File: config.mk
export PLATFORM = sky130hd
export DESIGN_NAME = prng_stream_counter
export DESIGN_NICKNAME = d
export VERILOG_FILES = /design/src/rtl/prng_stream_counter.sv
export SDC_FILE = /design/constraint.sdc
export NUM_CORES = 1
export LEC_CHECK = 0
export CORE_ASPECT_RATIO = 1.4
export CORE_MARGIN = 4
export CORE_UTILIZATION = 50
export CTS_CLUSTER_SIZE = 12
export DETAILED_ROUTE_END_ITERATION = 10
export PLACE_DENSITY = 0.86
export SYNTH_ARGS = -nofsm -noshare
export SYNTH_HDL_FRONTEND = slang
export SYNTH_SLANG_ARGS = --single-unit
File: constraint.sdc
create_clock -name clk -period 3.03 [get_ports clk]
set_input_delay 0.606 -clock clk [delete_from_list [all_inputs] [get_ports clk]]
set_output_delay 0.606 -clock clk [all_outputs]
set_load 0.02 [all_outputs]
File: src/rtl/prng_stream_counter.sv
// Saturating up-counter with synchronous clear (clear wins over increment).
module prng_stream_counter #(
    parameter int unsigned W = 32
) (
    input  logic         clk,
    input  logic         rst,
    input  logic         clr_i,
    input  logic         inc_i,
    output logic [W-1:0] count_o
);

    logic [W-1:0] count_q;
    logic [W-1:0] count_d;

    always_comb begin
        count_d = count_q;
        if (clr_i) begin
            count_d = '0;
        end else if (inc_i && (count_q != '1)) begin
            count_d = count_q + 1'b1;
        end
    end

    always_ff @(posedge clk or posedge rst) begin
        if (rst) begin
            count_q <= '0;
        end else begin
            count_q <= count_d;
        end
    end

    assign count_o = count_q;

endmodule

# After elaboration in Yosys (flattened, before gate mapping)
# Cells that the tools add are included.
# word_totals
out_inout_bits	32
regBits	32
wordCells	7
# op_classes
reduce_logical	2
mux	2
eq_ne	1
n_addsub	1
# ops
operator	n
2-to-1 mux 32 bit	2
adder 32 x 1 -> 32 bit, second input constant	1
!= test 32 bit, second input constant	1
nonzero test 2 bit	1
logical AND 1 bit	1

# Logic depth before layout (Yosys ltp)
# logic_depth
depth_word	4
mapped_depth	7

# Worst setup path before layout
# No wires, ideal clock.
# synth_timing
path_type	reg2reg
start	reg count_q[0], in the netlist count_o[0]
end	reg count_q[20], in the netlist count_o[20]
arrival_time_ns	2.263
slack_ns	0.689
stages_incl_launch_ff	8
path_cell_list	dfrtp_1 > ha_1 > nand2_1 > or4_4 > or3_4 > buf_6 > or4_1 > a21oi_1
# synth_between
elab_chain_cells	3
elab_cells_between_ends	6
classes_between	add/sub: 1; eq/ne: 1; mux: 2; reduce/logical: 2
# synth_rtl
element	line	source
start: declaration	12	logic [W-1:0] count_q;
start signal: assignment	28	count_q <= count_d;
adder 32 x 1 -> 32 bit or != test 32 bit (tied branches)	20, 19	
2-to-1 mux 32 bit or logical AND 1 bit (tied branches)	19	end else if (inc_i && (count_q != '1)) begin
2-to-1 mux 32 bit or nonzero test 2 bit (tied branches)	-	
# Several ways; a longest one is shown, not always the timed one. The select of a mux whose other input is x is not followed.
# A chain may end at the register's enable or synchronous reset.

# Final worst setup path
# layout_timing
start	in inc_i
end	reg count_q[27], in the netlist count_o[27]
# layout_between
elab_chain_cells	2
# layout_rtl
element	line	source
start: declaration	8	input logic inc_i,
logical AND 1 bit	19	
nonzero test 2 bit (no source line)	-	
# Every way passes these cells.

==> impl_metrics.yaml <==
outcome:
  status: "complete, no violations"
floorplanning:
  num_rows: 25
  die_x_um: 57.9
  initial_core_util_pct: 51.5
  core_mm2: 0.00338
  io_pins: 36
  dieArea_mm2: 0.00450
  die_h_um: 77.8
clock_network:
  clock_latency_ns: 0.29
  tritoncts: "built"
  clk_path_buf_depth: 2
  cts_buffers: 5
  cts_htree_levels: 2
  ctsResizeCount: 0
  hold_buffers: 0
  clock_sinks: 32
  cts_setup_buffers: 0
  clk_pin_slew_worst_paths_ns: 0.06
  cts_root_buf: "clkbuf_8"
critical_path:
  critPathLaunch: "inc_i"
  regToRegEndpoint: "count_o[25]"
  r2r_slack_ns: 0.66
  r2r-start: "count_o[1]"
  critical_path_class: "in -> reg"
  critPathLaunchType: "input port"
  reg2reg_depth: 7
  crit_arrival_ns: 2.64
  crit_end: "count_o[27]"
  crit_required_ns: 3.24
  crit_path_end_kind: "flop"
  cp_max_fo: 10
pwr:
  combPwrFrac_pct: 4.8
  switching_share_pct: 22.9
  leakage_nw: 0.828
  p_per_area_mw_per_mm2: 362
  vdd_drop_max_mv: 0.376
  power.internal_mw: 0.625
  seqPwrFrac_pct: 53.5
  power.switching_mw: 0.185
  pwr-share-clk_pct: 41.7
synth:
  syn_nets: 191
  yosysSeqAreaShare_pct: 46.0
  syn_area_mm2: 0.00174
  ys_types: 33
  ys_ff_latch: 32
  synth_cells: 186
  synth_warnings: 0
  synth.avg_cell_area_um2: 9.36
detailed_routing:
  drc_errors: 0
  finalWirelength_mm: 4.18
  num_vias: 1686
  drt_iter0_drc: 65
  wl_per_cell_um: 15.6
  via_per_inst: 6.29
  dr.pass1.iters: 4
  ant_nets: 0
timing:
  fin_crit_sh_pct: 80.3
  slew_headroom_pct: 45.8
  fin_skew_ns: 0.00677
  fmax_ghz: 0.411
  setup_slack_ns: 0.596
  finalSetupViolations: 0
  worst_slew_pin_slew_ns: 0.804
  rsz0062_at_grt: "false"
  hold_viol: 0
  finalSetupTns_ns: 0
  drv_slew: 0
  fin_crit_ns: 2.43
global_routing:
  grt_max_degree: 33
  grt_pass1_wl_mm: 7.21
  gr-total-overflow: 0
  grt_use_total_pct: 20.3
  antenna_found_initial: 0
  grt_pass1_vias: 1670
cells_and_area:
  largest_reg_flops: 32
  antenna_cells: 0
  post-route-util_pct: 66.3
  nets: 232
  drive_gt1_share_pct: 7.89
  areaGrowthSynthToFinish_pct: 28.7
  fin_area_mm2: 0.00224
placed_design:
  place_area_mm2: 0.00215
  gp_congestion: 0.784
  place_ws_ns: 0.284
  io_buffer_count: 35
  dpl.hpwl_mm: 3.00
flow_run:
  maxCapViolations: 0
hold_path:
  hp-class: "reg -> reg"
## power by group through the flow
stage / Sequential (mW) / Clock [mW] / Combinational [mW]
final: 0.434 / 0.338 / 0.0393
after global routing: 0.434 / 0.362 / 0.0439
after CTS: 0.434 / 0.343 / 0.0402
after detailed placement: 0.441 / 0 / 0.0400
after global placement: 0.441 / 0 / 0.0396
after floorplan: 0.444 / 0 / 0.0190
## cell families (layout without fill, tap and decap cells)
kind of cell / Yosys count / in the layout / synth area share, %
DFF: 32 / 32 / 46.0
adders and majority gates: 1 / 1 / 0.719
AOI/OAI and AO/OA: 61 / 61 / 21.8
muxes: 1 / 1 / 0.575
and+or+nand+nor: 74 / 74 / 25.9
buffers and inverters: 14 / 56 / 3.52
xor gates and xnor gates: 3 / 3 / 1.51
## synth_stat cells
| master | n | area share [%] |
|---|---|---|
| nand2_1 | 11 | 2.4 |
| clkbuf_1 | 4 | 0.86 |
| o41ai_2 | 1 | 0.93 |
| ha_1 | 1 | 0.72 |
| or3_1 | 12 | 4.3 |
| o311ai_0 | 1 | 0.50 |
| o311ai_1 | 1 | 0.50 |
| xnor2_1 | 2 | 1.0 |
| buf_2 | 1 | 0.29 |
| o21ba_2 | 1 | 0.58 |
| nor4_1 | 3 | 1.1 |
| o31a_1 | 1 | 0.50 |
| a21oi_1 | 27 | 7.8 |
| or4_4 | 1 | 0.65 |
| and2_1 | 1 | 0.36 |
| nand4_2 | 1 | 0.72 |
| buf_6 | 1 | 0.65 |
| o21ai_0 | 12 | 3.5 |
| and3_1 | 3 | 1.1 |
| nand4_1 | 6 | 2.2 |
| inv_1 | 8 | 1.7 |
| o31ai_1 | 15 | 6.5 |
| nand3_1 | 10 | 2.9 |
| or3_4 | 1 | 0.65 |
| nor3_1 | 1 | 0.29 |
| xor2_1 | 1 | 0.50 |
| or4_1 | 14 | 6.0 |
| and4_1 | 4 | 2.0 |
| o41ai_1 | 1 | 0.50 |
| dfrtp_1 | 32 | 46 |
| mux2i_1 | 1 | 0.58 |
| o211a_1 | 1 | 0.58 |
| nor2_1 | 6 | 1.3 |
## critical path, stage by stage
cell and delay (ns):
clkdlybuf4s50_1 0.51, nand4_1 0.13, nor3_1 0.26, o311ai_1 0.25
buf_4 0.24, or4_1 0.50, a21oi_1 0.15
## metal layers
metal  global-route usage, %  routed length [um]  share of wire, %
met5                       0                   0                 0
met4                    9.74                  76               1.8
met3                    5.82                 153               3.7
met2                    35.5                2290                55
met1                    21.6                1660                40
## worst min-delay path by stage
stage / from / to / cells after the start
6_report: count_o[7] / count_o[7] / 2
5_1_grt: count_o[31] / count_o[31] / 2
4_1_cts: count_o[31] / count_o[31] / 2
3_5_place_dp: count_o[31] / count_o[31] / 2
3_3_place_gp: count_o[15] / count_o[15] / 2
2_1_floorplan: count_o[31] / count_o[31] / 2
## placed cells by master, fill, tap and decap left out, types with 8 or more instances in the layout
master and count:
dfrtp_1 32, o21ai_0 12, clkdlybuf4s50_1 35, nand3_1 10
or3_1 12, inv_1 8, o31ai_1 15, or4_1 14
nand2_1 11, a21oi_1 27
## per-stage QoR
step	instances	total power, mW	hold slack [ns]
final	268	0.810	0.576
after global routing	268	0.840	0.591
after CTS	268	0.817	0.580
after detailed placement	260	0.481	0.569
after global placement	260	0.481	0.565
after floorplan	186	0.463	0.640
## layout make-up
cell class              instances  area [um^2]
flip-flops and latches         32          801
clock buffers                   6         82.6
multi-input cells             140          878
repair buffers                 40          388
fillers                       271         1140
well taps                      40         50.0
inverters                       8         30.0
clock inverters                 2         10.0
Note: power is estimated with default switching activity, not from simulation.
